**config.mk**
```make
export PLATFORM = sky130hd
export DESIGN_NAME = scytale_encryption
export DESIGN_NICKNAME = d
export VERILOG_FILES = /design/src/rtl/scytale_pkg.sv /design/src/rtl/scytale_char_buffer.sv /design/src/rtl/scytale_encryption.sv
export SDC_FILE = /design/constraint.sdc
export NUM_CORES = 1
export LEC_CHECK = 0
export CORE_UTILIZATION = 50
export CTS_CLUSTER_DIAMETER = 40
export DETAILED_ROUTE_END_ITERATION = 6
export PLACE_DENSITY = 0.69
export SYNTH_ARGS = -nofsm -noshare
export SYNTH_HDL_FRONTEND = slang
export SYNTH_SLANG_ARGS = --single-unit
export TNS_END_PERCENT = 30
```
**constraint.sdc**
```tcl
create_clock -name clk -period 4.99 [get_ports clk]
set_input_delay 0.499 -clock clk [delete_from_list [all_inputs] [get_ports clk]]
set_output_delay 0.499 -clock clk [all_outputs]
set_load 0.01 [all_outputs]
```
**src/rtl/scytale_pkg.sv**
```systemverilog
// Shared constants, state encoding and sizing helpers for the scytale cipher blocks.
package scytale_pkg;

    localparam int DEF_D_WIDTH       = 8;
    localparam int DEF_KEY_WIDTH     = 8;
    localparam int DEF_MAX_NOF_CHARS = 50;

    localparam logic [7:0] START_ENCRYPTION_TOKEN = 8'hFA;
    localparam logic [7:0] START_DECRYPTION_TOKEN = 8'hFA;

    localparam int ADDR_W = $clog2(DEF_MAX_NOF_CHARS);

    typedef enum logic [1:0] {
        LOAD = 2'd0,
        EMIT = 2'd1,
        DONE = 2'd2
    } state_t;

    // Address width that stays at least one bit for degenerate depths.
    function automatic int addr_width(input int depth);
        return (depth > 1) ? $clog2(depth) : 1;
    endfunction

endpackage

```
**src/rtl/scytale_char_buffer.sv**
```systemverilog
// Character store: one synchronous write port, one combinational read port with
// an in-range flag so wide read pointers never index past the last entry.
module scytale_char_buffer
    import scytale_pkg::*;
#(
    parameter int D_WIDTH = DEF_D_WIDTH,
    parameter int DEPTH   = DEF_MAX_NOF_CHARS,
    parameter int PTR_W   = 2 * DEF_KEY_WIDTH,
    parameter int AW      = addr_width(DEF_MAX_NOF_CHARS)
) (
    input  logic               clk,
    input  logic               we_i,
    input  logic [AW-1:0]      wr_addr_i,
    input  logic [D_WIDTH-1:0] wr_data_i,
    input  logic [PTR_W-1:0]   rd_addr_i,
    output logic [D_WIDTH-1:0] rd_data_o,
    output logic               rd_in_range_o
);

    logic [D_WIDTH-1:0] mem_q [DEPTH];

    // Storage write; contents deliberately survive reset and message boundaries.
    always_ff @(posedge clk) begin
        if (we_i) begin
            mem_q[wr_addr_i] <= wr_data_i;
        end
    end

    // Guarded read so an out-of-range pointer returns zero instead of aliasing.
    always_comb begin
        rd_in_range_o = (rd_addr_i < PTR_W'(DEPTH));
        if (rd_in_range_o) begin
            rd_data_o = mem_q[rd_addr_i[AW-1:0]];
        end else begin
            rd_data_o = '0;
        end
    end

endmodule

```
**src/rtl/scytale_encryption.sv**
```systemverilog
// Scytale transposition encryptor: buffers plaintext until the start token, then
// streams the buffer column-wise over a kn x km grid, padding past the loaded length.
module scytale_encryption #(
    parameter int                   D_WIDTH                = scytale_pkg::DEF_D_WIDTH,
    parameter int                   KEY_WIDTH              = scytale_pkg::DEF_KEY_WIDTH,
    parameter int                   MAX_NOF_CHARS          = scytale_pkg::DEF_MAX_NOF_CHARS,
    parameter logic [D_WIDTH-1:0]   START_ENCRYPTION_TOKEN = scytale_pkg::START_ENCRYPTION_TOKEN,
    parameter logic [D_WIDTH-1:0]   PAD_CHAR               = 8'h00
) (
    input  logic                 clk,
    input  logic                 rst,
    input  logic [D_WIDTH-1:0]   data_i,
    input  logic                 valid_i,
    input  logic [KEY_WIDTH-1:0] key_N,
    input  logic [KEY_WIDTH-1:0] key_M,
    output logic [D_WIDTH-1:0]   data_o,
    output logic                 valid_o,
    output logic                 busy
);
    import scytale_pkg::*;

    localparam int AW = addr_width(MAX_NOF_CHARS);
    localparam int CW = $clog2(MAX_NOF_CHARS + 1);
    localparam int PW = 2 * KEY_WIDTH;

    state_t               state_q;
    logic [CW-1:0]        count_q;
    logic [KEY_WIDTH-1:0] kn_q, km_q, k_q, j_q;
    logic [PW-1:0]        ptr_q;
    logic [D_WIDTH-1:0]   data_q;
    logic                 valid_q;
    logic                 busy_q;

    logic                 wr_en_d;
    logic                 is_token_d;
    logic [PW-1:0]        grid_len_d;
    logic [D_WIDTH-1:0]   emit_char_d;
    logic [D_WIDTH-1:0]   rd_data_s;
    logic                 rd_in_range_s;

    scytale_char_buffer #(
        .D_WIDTH (D_WIDTH),
        .DEPTH   (MAX_NOF_CHARS),
        .PTR_W   (PW),
        .AW      (AW)
    ) u_buf (
        .clk           (clk),
        .we_i          (wr_en_d),
        .wr_addr_i     (count_q[AW-1:0]),
        .wr_data_i     (data_i),
        .rd_addr_i     (ptr_q),
        .rd_data_o     (rd_data_s),
        .rd_in_range_o (rd_in_range_s)
    );

    // Load-side decode and the character selected for the current grid slot.
    always_comb begin
        is_token_d = (data_i == START_ENCRYPTION_TOKEN);
        wr_en_d    = (state_q == LOAD) && valid_i && !is_token_d
                     && (count_q < CW'(MAX_NOF_CHARS));
        grid_len_d = PW'(key_N) * PW'(key_M);
        if ((ptr_q < PW'(count_q)) && rd_in_range_s) begin
            emit_char_d = rd_data_s;
        end else begin
            emit_char_d = PAD_CHAR;
        end
    end

    // Control FSM with registered outputs; ptr walks down a column in steps of km.
    always_ff @(posedge clk) begin
        if (rst) begin
            state_q <= LOAD;
            count_q <= '0;
            kn_q    <= '0;
            km_q    <= '0;
            k_q     <= '0;
            j_q     <= '0;
            ptr_q   <= '0;
            data_q  <= '0;
            valid_q <= 1'b0;
            busy_q  <= 1'b0;
        end else begin
            case (state_q)
                LOAD: begin
                    valid_q <= 1'b0;
                    data_q  <= '0;
                    if (valid_i && is_token_d) begin
                        kn_q    <= key_N;
                        km_q    <= key_M;
                        k_q     <= '0;
                        j_q     <= '0;
                        ptr_q   <= '0;
                        busy_q  <= 1'b1;
                        state_q <= (grid_len_d == '0) ? DONE : EMIT;
                    end else if (wr_en_d) begin
                        count_q <= count_q + CW'(1);
                    end
                end
                EMIT: begin
                    data_q  <= emit_char_d;
                    valid_q <= 1'b1;
                    if (j_q == kn_q - KEY_WIDTH'(1)) begin
                        j_q   <= '0;
                        k_q   <= k_q + KEY_WIDTH'(1);
                        ptr_q <= PW'(k_q) + PW'(1);
                        if (k_q == km_q - KEY_WIDTH'(1)) begin
                            state_q <= DONE;
                        end
                    end else begin
                        j_q   <= j_q + KEY_WIDTH'(1);
                        ptr_q <= ptr_q + PW'(km_q);
                    end
                end
                DONE: begin
                    valid_q <= 1'b0;
                    data_q  <= '0;
                    busy_q  <= 1'b0;
                    count_q <= '0;
                    state_q <= LOAD;
                end
                default: begin
                    state_q <= LOAD;
                    count_q <= '0;
                    valid_q <= 1'b0;
                    data_q  <= '0;
                    busy_q  <= 1'b0;
                end
            endcase
        end
    end

    assign data_o  = data_q;
    assign valid_o = valid_q;
    assign busy    = busy_q;

endmodule

```
# After elaboration in Yosys (flattened, before gate mapping)
# Memories as Yosys holds them, arrays and structs flattened. A register that Yosys moved wholly into a read port is not among the register bits.
# Cells that the tools add are included.
totals:
  register_bits: 58
  ram_bits: 400
  input_bits: 27
  out_inout_bits: 10
  elab_cells: 70
  mem_count: 1
op_classes:
  addsub: 7
  mul: 1
  order_cmp: 3
  n_eq_ne: 9
  mux: 21
  bitwise_logic: 3
  n_reduce_logical: 16
mem_list:
  columns: ["memory", "words", "width", "rd", "rd_clocked_by_memory_dff", "wr", "line", "rtl"]
  rows:
  - ["u_buf.mem_q", 50, 8, 1, 1, 1, "scytale_char_buffer.sv:20", "logic [D_WIDTH-1:0] mem_q [DEPTH];"]
op_table:
  columns: ["operator", "count"]
  rows:
  - ["16-bit two-way mux", 2]
  - ["16-bit case mux with 2 select lines", 1]
  - ["8-bit case mux with 2 select lines", 2]
  - ["8-bit two-way mux", 3]
  - ["16-bit by 8-bit adder with 16-bit output", 1]
  - ["8-bit by 1-bit adder with 8-bit output (second input constant)", 2]
  - ["8-bit equality test", 2]
  - ["16-bit zero test", 1]
  - ["16-bit by 6-bit less-than comparator with 1-bit output", 1]
  - ["16-bit by 6-bit less-than comparator with 1-bit output (second input constant)", 1]
  - ["8-bit by 8-bit multiplier with 16-bit output", 1]
  - ["8-bit by 1-bit subtractor with 8-bit output (second input constant)", 2]
  - ["6-bit two-way mux", 2]
  - ["6-bit case mux with 2 select lines", 1]
  - ["8-bit by 1-bit adder with 9-bit output (second input constant)", 1]
  - ["3-bit AND reduction", 3]
  - ["8-bit equality test (second input constant)", 1]
  - ["2-bit two-way mux", 4]
  - ["6-bit by 1-bit adder with 6-bit output (second input constant)", 1]
  - ["6-bit less-than comparator (second input constant)", 1]
  - ["2-bit != test (second input constant)", 3]
  - ["2-bit AND reduction", 3]
  - ["1-bit logical AND", 5]
  - ["1-bit two-way mux", 4]
  - ["9 further kinds", 12]

# Depth between registers and ports, before layout
# Gate-level depths: netlist of the first run.
depth:
  depth_word: 7
  depth_mapped: 18
  mapped_depth_nobuf: 16

# Cells and area by module
# Synthesis of the first run repeated with hierarchy kept, for this count alone.
unflattened:
  cells_unflattened: 1482
  hier_area_um2: 21653.3
by_module_without_submodules:
  columns: ["mod", "instances", "cells_each", "area_per_inst_um2", "seq_area_each_um2"]
  rows:
  - ["scytale_char_buffer", 1, 773, 15741.3, 12011.5]
  - ["scytale_encryption", 1, 709, 5911.9, 1321.3]

# Worst setup path before layout of the first run
# No wires, ideal clock.
synth_timing:
  kind: "input -> register"
  startpoint: "input port key_M[7]"
  endpoint: "register state_q[0]"
  setup_ps: 136
  t_arrival_ps: 4541
  required_time_ps: 4854
  slack_ps: 314
  path_stages: 15
  n_path_buf: 1
  path_cell_list: "clkbuf_1 nand2_1 fa_1 fa_1 fa_1 fa_1 inv_1 ha_1 nand3_1 o211ai_1 o41ai_1 o21ai_0 xor2_1 nor4_1 o32ai_1"
synth_between:
  elab_chain_len: 5
synth_lines:
  columns: ["item", "line", "rtl"]
  rows:
  - ["start: declaration", "scytale_encryption.sv:15", "input logic [KEY_WIDTH-1:0] key_M,"]
  - ["8-bit by 8-bit multiplier with 16-bit output", "scytale_encryption.sv:61", "grid_len_d = PW'(key_N) * PW'(key_M);"]
  - ["16-bit zero test", "scytale_encryption.sv:94", "state_q <= (grid_len_d == '0) ? DONE : EMIT;"]
  - ["2-bit two-way mux", "scytale_encryption.sv:94", null]
  - ["2-bit two-way mux", "scytale_encryption.sv:87", "if (valid_i && is_token_d) begin"]
  - ["2-bit case mux with 2 select lines", "scytale_encryption.sv:83", "case (state_q)"]
  - ["end signal: assignment", "scytale_encryption.sv:94", null]
  - ["end: declaration", "scytale_encryption.sv:26", "state_t state_q;"]
# Every way passes these cells. The select of a mux whose other input is x is not followed.
# A chain may end at the register's enable or synchronous reset.

# Worst setup path after layout of the first run
layout_timing:
  startpoint: "input port key_M[7]"
  endpoint: "register state_q[1]"
# The elaborated chain is that of the path after synthesis.

==> run summary, run 1 <==
Status = complete, no violations
Final Skew = 0.02697 ns
Syn Std Cell Area = 21,410 um2
Pre-antenna DRT Iters = 7
Setup TNS = 0 ns
Hold depth = 1
Skew-Pair Late Insertion Delay = 0.57 ns
Slew Viols, Final = 0
DP Worst Slack = -0.4687 ns
Clock root buffer master = clkbuf_16
Slew @ Worst Pin = 1.127 ns
Port bufs = 36
Synth Area in Simple Gates = 7.973%
Largest cells by area after synthesis = edfxtp_1, mux4_2, dfxtp_1
Final setup margin = 0.1553 ns
Initial antenna violation count = 0
Max IR drop VDD = 327.8 uV
Cts bufs inserted = 49
First DRT Iteration DRCs = 1,211
Crit path kind = in -> reg
Clock Path Buffers = 3
Synthesized flop and latch total = 466
Share of cells above drive strength 1 = 16.22%
Fill count = 3,286
Final Hold Viols = 0
Slew margin rel. = 24.58%
Total Nets Final = 1,668
Ys flop type = edfxtp_1
FP Rows = 75
Max-cap viol count = 0
Post-Synthesis Net Count = 1,593
Synth top area share = 56.11%
Commonest non-fill, non-tap cells in the layout = edfxtp_1, nand2_1, nor2_1
Wirelength per Cell = 22.48 um
Post-synthesis mux area share = 12.37%
Commonest non-fill, non-tap cell in the layout = edfxtp_1
Adder-Cell Fraction of Synth Area = 6.617%
GRT Total Usage = 22.55%
CTS H-tree lvls = 2
Worst min path class = in -> reg
Critical path fanouts, max = 5
CP endpoint kind = flip-flop
Pwr per Cell Area = 366.8 nW/um2
Critical hold path startpoint = data_i[7]
Reg2reg path depth = 8
Crit share post-route = 96.89%
Async SR Flop Fraction = 0%
Post-synthesis sequential area ratio = 62.29%
First-pass GRT wire length = 74,780 um
Total wire length = 47,890 um
Fmax = 0.2068 GHz
P_leak = 8.272 nW
Synth Area in XOR/XNOR = 2.028%
Number of global-route vias before repair = 12,731
Die width = 208.9 um
Largest family of logic cells by synthesized area = multiplexers
DRC Markers = 0
Via Count = 12,654
Post-DP HPWL = 31,200 um
CTS tree = yes
Reg2reg end = data_o[2]$_SDFF_PP0_
Antenna cell count = 0
Synth-to-layout area growth = 13.37%
Worst EP arrival = 5.32 ns
Final Critical Period = 4.835 ns
Core footprint = 42,040 um2
Final Setup Violations = 0
Initial Util = 50.92%
Antenna Nets Post-Route = 0
Cell count after synthesis = 1,475
Post-synth EDFFs = 400
Startpoint Class = input port
Largest net degree at the start of global routing = 52
GR Overflow Total = 0
Warnings from Yosys = 0
Compound-cell area share of the yosys netlist = 5.956%
Reg clk slew, reported paths = 0.06 ns
Mean Syn Cell Area = 14.51 um2
Die area = 43,640 um2
Hold worst-path end = u_buf.mem_q[20][7]$_DFFE_PP_
Clock sinks = 466
R2R Setup Slk = 1.94 ns
Chip height = 208.9 um
IO Pins = 37
Distinct cells, synth = 64
GP Congestion = 0.9004
Leading area contributor after synthesis = edfxtp_1
Reg2Reg Launch Point = ptr_q[0]$_SDFFE_PP0P_
Final Power = 8.901 mW
WP data required = 5.48 ns
Via/cell ratio = 5.941
[registers in the layout, summed over array words and instances, names as in the netlist, 2 cells and up]
| register | cells |
|---|---|
| u_buf.mem_q | 400 |
| ptr_q | 16 |
| data_o | 8 |
| j_q | 8 |
| k_q | 8 |
| km_q | 8 |
| kn_q | 8 |
| count_q | 6 |
| state_q | 2 |
[layer usage]
layer / global-route usage, % / up-vias / wire length [um]
met5: 0 / - / 0
met4: 5.756 / 0 / 978
met3: 3.156 / 78 / 3083
met2: 35.59 / 450 / 22480
met1: 33.17 / 6373 / 21350
li1: - / 5753 / -
[what timing repair did]
action	in CTS	in global routing
hold buffers	0	0
setup endpoints to repair	0	2
gates resized for setup	0	14
setup buffers	0	0
[how the worst max path moves through the flow]
stage	from	slack, ns	cells after the start	end
after detailed placement	key_M[3]	-0.47	16	state_q[1]$_SDFFE_PP0P_
final	key_M[7]	0.16	17	state_q[1]$_SDFFE_PP0P_
after global routing	key_M[7]	-0.01	17	state_q[0]$_SDFFE_PP0P_
after floorplan	key_M[7]	0.31	15	state_q[0]$_SDFFE_PP0P_
after CTS	key_M[3]	0.08	16	state_q[1]$_SDFFE_PP0P_
after global placement	key_M[3]	-0.47	16	state_q[0]$_SDFFE_PP0P_
[power breakdown]
group / switching, mW / internal, mW / total (mW)
logic: 0.600 / 0.468 / 1.07
clock network: 1.50 / 2.09 / 3.59
registers: 0.00707 / 4.24 / 4.24
[critical path, cell delays in order]
cell,delay [ns]
clkdlybuf4s50_1,0.55
buf_4,0.16
nand2_1,0.07
fa_1,0.52
fa_1,0.53
fa_1,0.56
inv_1,0.06
fa_1,0.47
ha_1,0.35
buf_4,0.16
o211a_1,0.15
a211o_1,0.29
o22ai_1,0.15
nand3_1,0.15
nor4_4,0.35
buf_4,0.17
o211a_1,0.13
[metrics by stage]
step	util (%)	hold WS (ns)	std cells	instance area, um2
after floorplan	-	0.4433	1475	21410
after global placement	53.81	0.4565	2038	22620
after detailed placement	53.81	0.4626	2038	22620
after CTS	57.60	0.2949	2130	24210
after global routing	57.73	0.3059	2130	24270
final	57.73	0.3213	2130	24270
[Yosys cell counts, types with 3 or more instances]
cell type / instances
a211o_1: 4
a211oi_1: 6
a21o_1: 11
a21oi_1: 89
a22o_1: 9
a31oi_1: 6
and2_1: 35
and3_1: 7
and4_1: 3
buf_1: 9
buf_2: 14
clkbuf_1: 53
dfxtp_1: 66
edfxtp_1: 400
fa_1: 37
ha_1: 54
inv_1: 70
mux2i_1: 61
mux4_2: 90
nand2_1: 102
nand2b_1: 4
nand3_1: 28
nand4_1: 9
nor2_1: 100
nor2b_1: 4
nor3_1: 37
nor3b_1: 3
nor4_1: 6
o2111ai_1: 3
o211a_1: 3
o211ai_1: 3
o21ai_0: 38
o221ai_1: 4
o22ai_1: 14
or2_2: 3
or3_1: 10
or4_1: 4
xnor2_1: 26
xor2_1: 21
[cell families after synthesis]
kind of cell,count (synthesis)
mux,152
flops,466
simple gates,361
buf+inv,149
xor+xnor,48
compound gates,208
fa+ha+maj,91
[final cells by class]
| class | instances | area [um2] | share of cell area (%) |
|---|---|---|---|
| Timing Repair Buffer | 103 | 868.3 | 3.578 |
| Clock buffer | 66 | 1364 | 5.620 |
| Sequential cell | 466 | 13340 | 54.98 |
| Multi-Input combinational cell | 860 | 7526 | 31.01 |
| Clock inverter | 26 | 230.2 | 0.9486 |
| Inverter | 70 | 262.8 | 1.083 |
| Tap cell | 539 | 674.4 | 2.779 |
Power figures use the tool's default switching activity.
==> inputs of run 2 (changes only) <==
--- a/config.mk
+++ b/config.mk
@@ -8,6 +8,7 @@
 export CORE_UTILIZATION = 50
 export CTS_CLUSTER_DIAMETER = 40
 export DETAILED_ROUTE_END_ITERATION = 6
+export GPL_TIMING_DRIVEN = 0
 export PLACE_DENSITY = 0.69
 export SYNTH_ARGS = -nofsm -noshare
 export SYNTH_HDL_FRONTEND = slang
==> run 2 against run 1 <==
  * Via count up 3.0%
  * Wire length up 6.0%
  * Maximum frequency up 4.8%
  * Global-route usage up 1.2 points
  * Hold slack better by 0.0070 ns
  * Combinational power down 17%
  * Critical endpoint is now state_q[0]$_SDFFE_PP0P_
  * Largest cell class unchanged
  * Largest power group unchanged
==> run summary, run 2 (synthesis gave the netlist of run 1 again) <==
Fill count = 3,285
Via Count = 13,032
Final Skew = 0.02409 ns
Antenna cell count = 0
Reg clk slew, reported paths = 0.06 ns
M1 wire length = 21,280 um
Slew Viols, Final = 0
Commonest non-fill, non-tap cells in the layout = edfxtp_1, nand2_1, nor2_1
GR Overflow Total = 0
Port bufs = 25
Placed instance area = 22,310 um2
Initial Util = 50.92%
Total wire length = 50,750 um
Crit-path most repeated cell = fa_1
First-pass GRT wire length = 77,230 um
First DRT Iteration DRCs = 1,411
FF+latch area = 13,330 um2
Critical path fanouts, max = 9
Largest reg by FF count = u_buf.mem_q
Max-cap viol count = 0
Buf/Inv on CP = 2
Synth-to-layout area growth = 11.81%
Fmax = 0.2167 GHz
Startpoint Class = input port
Pwr per Cell Area = 363.7 nW/um2
Setup TNS = 0 ns
Crit share post-route = 92.48%
CTS tree = yes
P_leak = 8.006 nW
Share of cells above drive strength 1 = 12.67%
Post-DP HPWL = 33,790 um
CP Depth = 15
RSZ-0062 raised after global routing = false
Chip height = 208.9 um
Routed wl met3 = 4670 um
Skew-Pair Late Insertion Delay = 0.58 ns
Post-route cell area = 23,930 um2
Placed cells = 2,040
Total Nets Final = 1,671
DRC Markers = 0
Via/cell ratio = 6.110
Status = complete, no violations
Wirelength per Cell = 23.79 um
Max IR drop VDD = 321.8 uV
CTS H-tree lvls = 2
Family with the most delay on the worst path = adder cells
Clock Path Buffers = 3
Crit path kind = in -> reg
Slowest stage cell, crit path = fa_1
DP Worst Slack = -0.9173 ns
GRT Total Usage = 23.73%
Largest net degree at the start of global routing = 52
Area occupied by multi-input gates = 7503 um2
Final setup margin = 0.3753 ns
Top routing layer in use = met4
Pre-antenna DRT Iters = 5
Clock sinks = 466
Final Setup Violations = 0
Final Critical Period = 4.615 ns
Finished Layout Cells = 2,133
Number of global-route vias before repair = 12,856
Number of flip-flops under the largest register name = 400
Die area = 43,640 um2
CP Cell Sequence = clkbuf_1 -> nand2_1 -> fa_1 -> fa_1 -> fa_1 -> fa_1 -> inv_1 -> ha_1 -> nand3_1 -> o211ai_1 -> o41ai_2 -> o21ai_0 -> xor2_1 -> nor4_4 -> o32ai_1
Antenna Nets Post-Route = 0
Final core occ = 56.93%
Reg2reg path depth = 10
Commonest non-fill, non-tap cell in the layout = edfxtp_1
GP Congestion = 0.8606
Top Registers = u_buf.mem_q: 400 flops, ptr_q: 16 flops
Worst EP arrival = 5.04 ns
Slew @ Worst Pin = 1.166 ns
FP Rows = 75
Clock root buffer master = clkbuf_16
Hold depth = 1
Slew margin rel. = 21.66%
Met2 wire length = 23,650 um
Die width = 208.9 um
IO Pins = 37
Worst min path class = in -> reg
Initial antenna violation count = 0
Final Hold Viols = 0
CP endpoint kind = flip-flop
Core footprint = 42,040 um2
WP data required = 5.42 ns
Final hold slack = 0.3283 ns
Crit-path max cell delay = 0.58 ns
Cts bufs inserted = 50
Final Power = 8.705 mW
## run 2: cell count changes in the layout (fill, tap and decap cells not counted), moves of 7 or more
| cell | previous run | this run |
|---|---|---|
| buf_2 | 8 | 22 |
| clkdlybuf4s50_1 | 20 | 13 |
| clkbuf_1 | 11 | 63 |
| buf_1 | 0 | 9 |
| buf_4 | 65 | 2 |
## run 2: layout make-up
class	instances	area share (%)
plain buffers	79	1.375
clock buffers	63	5.604
clock inverters	30	1.046
inverters	70	1.098
multi-input cells	860	31.35
flip-flops and latches	466	55.71
well taps	539	2.818
repair buffers	26	1.004
## run 2: routing by layer
metal / GRT usage [%] / vias to the layer above
li1: - / 5747
met1: 33.73 / 6629
met2: 37.11 / 569
met3: 5.365 / 87
met4: 6.237 / 0
met5: 0 / -
## run 2: final timing paths
kind / slack (ns) / start / end
worst max-delay path: 0.38 / key_M[4] / state_q[0]$_SDFFE_PP0P_
worst min-delay path: 0.33 / data_i[5] / u_buf.mem_q[15][5]$_DFFE_PP_
worst max register to register: 1.51 / ptr_q[1]$_SDFFE_PP0P_ / data_o[2]$_SDFF_PP0_
worst min register to register: 0.46 / kn_q[7]$_SDFFE_PP0P_ / kn_q[7]$_SDFFE_PP0P_
## run 2: power by group
part           total [mW]  leakage [nW]  switching [mW]  internal, mW
registers            4.24          4.13         0.00508          4.24
logic               0.892          3.11           0.556         0.336
clock network        3.57         0.767            1.54          2.03
## run 2: timing repair
| item | CTS | global route |
|---|---|---|
| setup buffers | 0 | 0 |
| resized for setup | 3 | 4 |
| hold buffers | 0 | 0 |
| endpoints found under the setup margin | 2 | 2 |
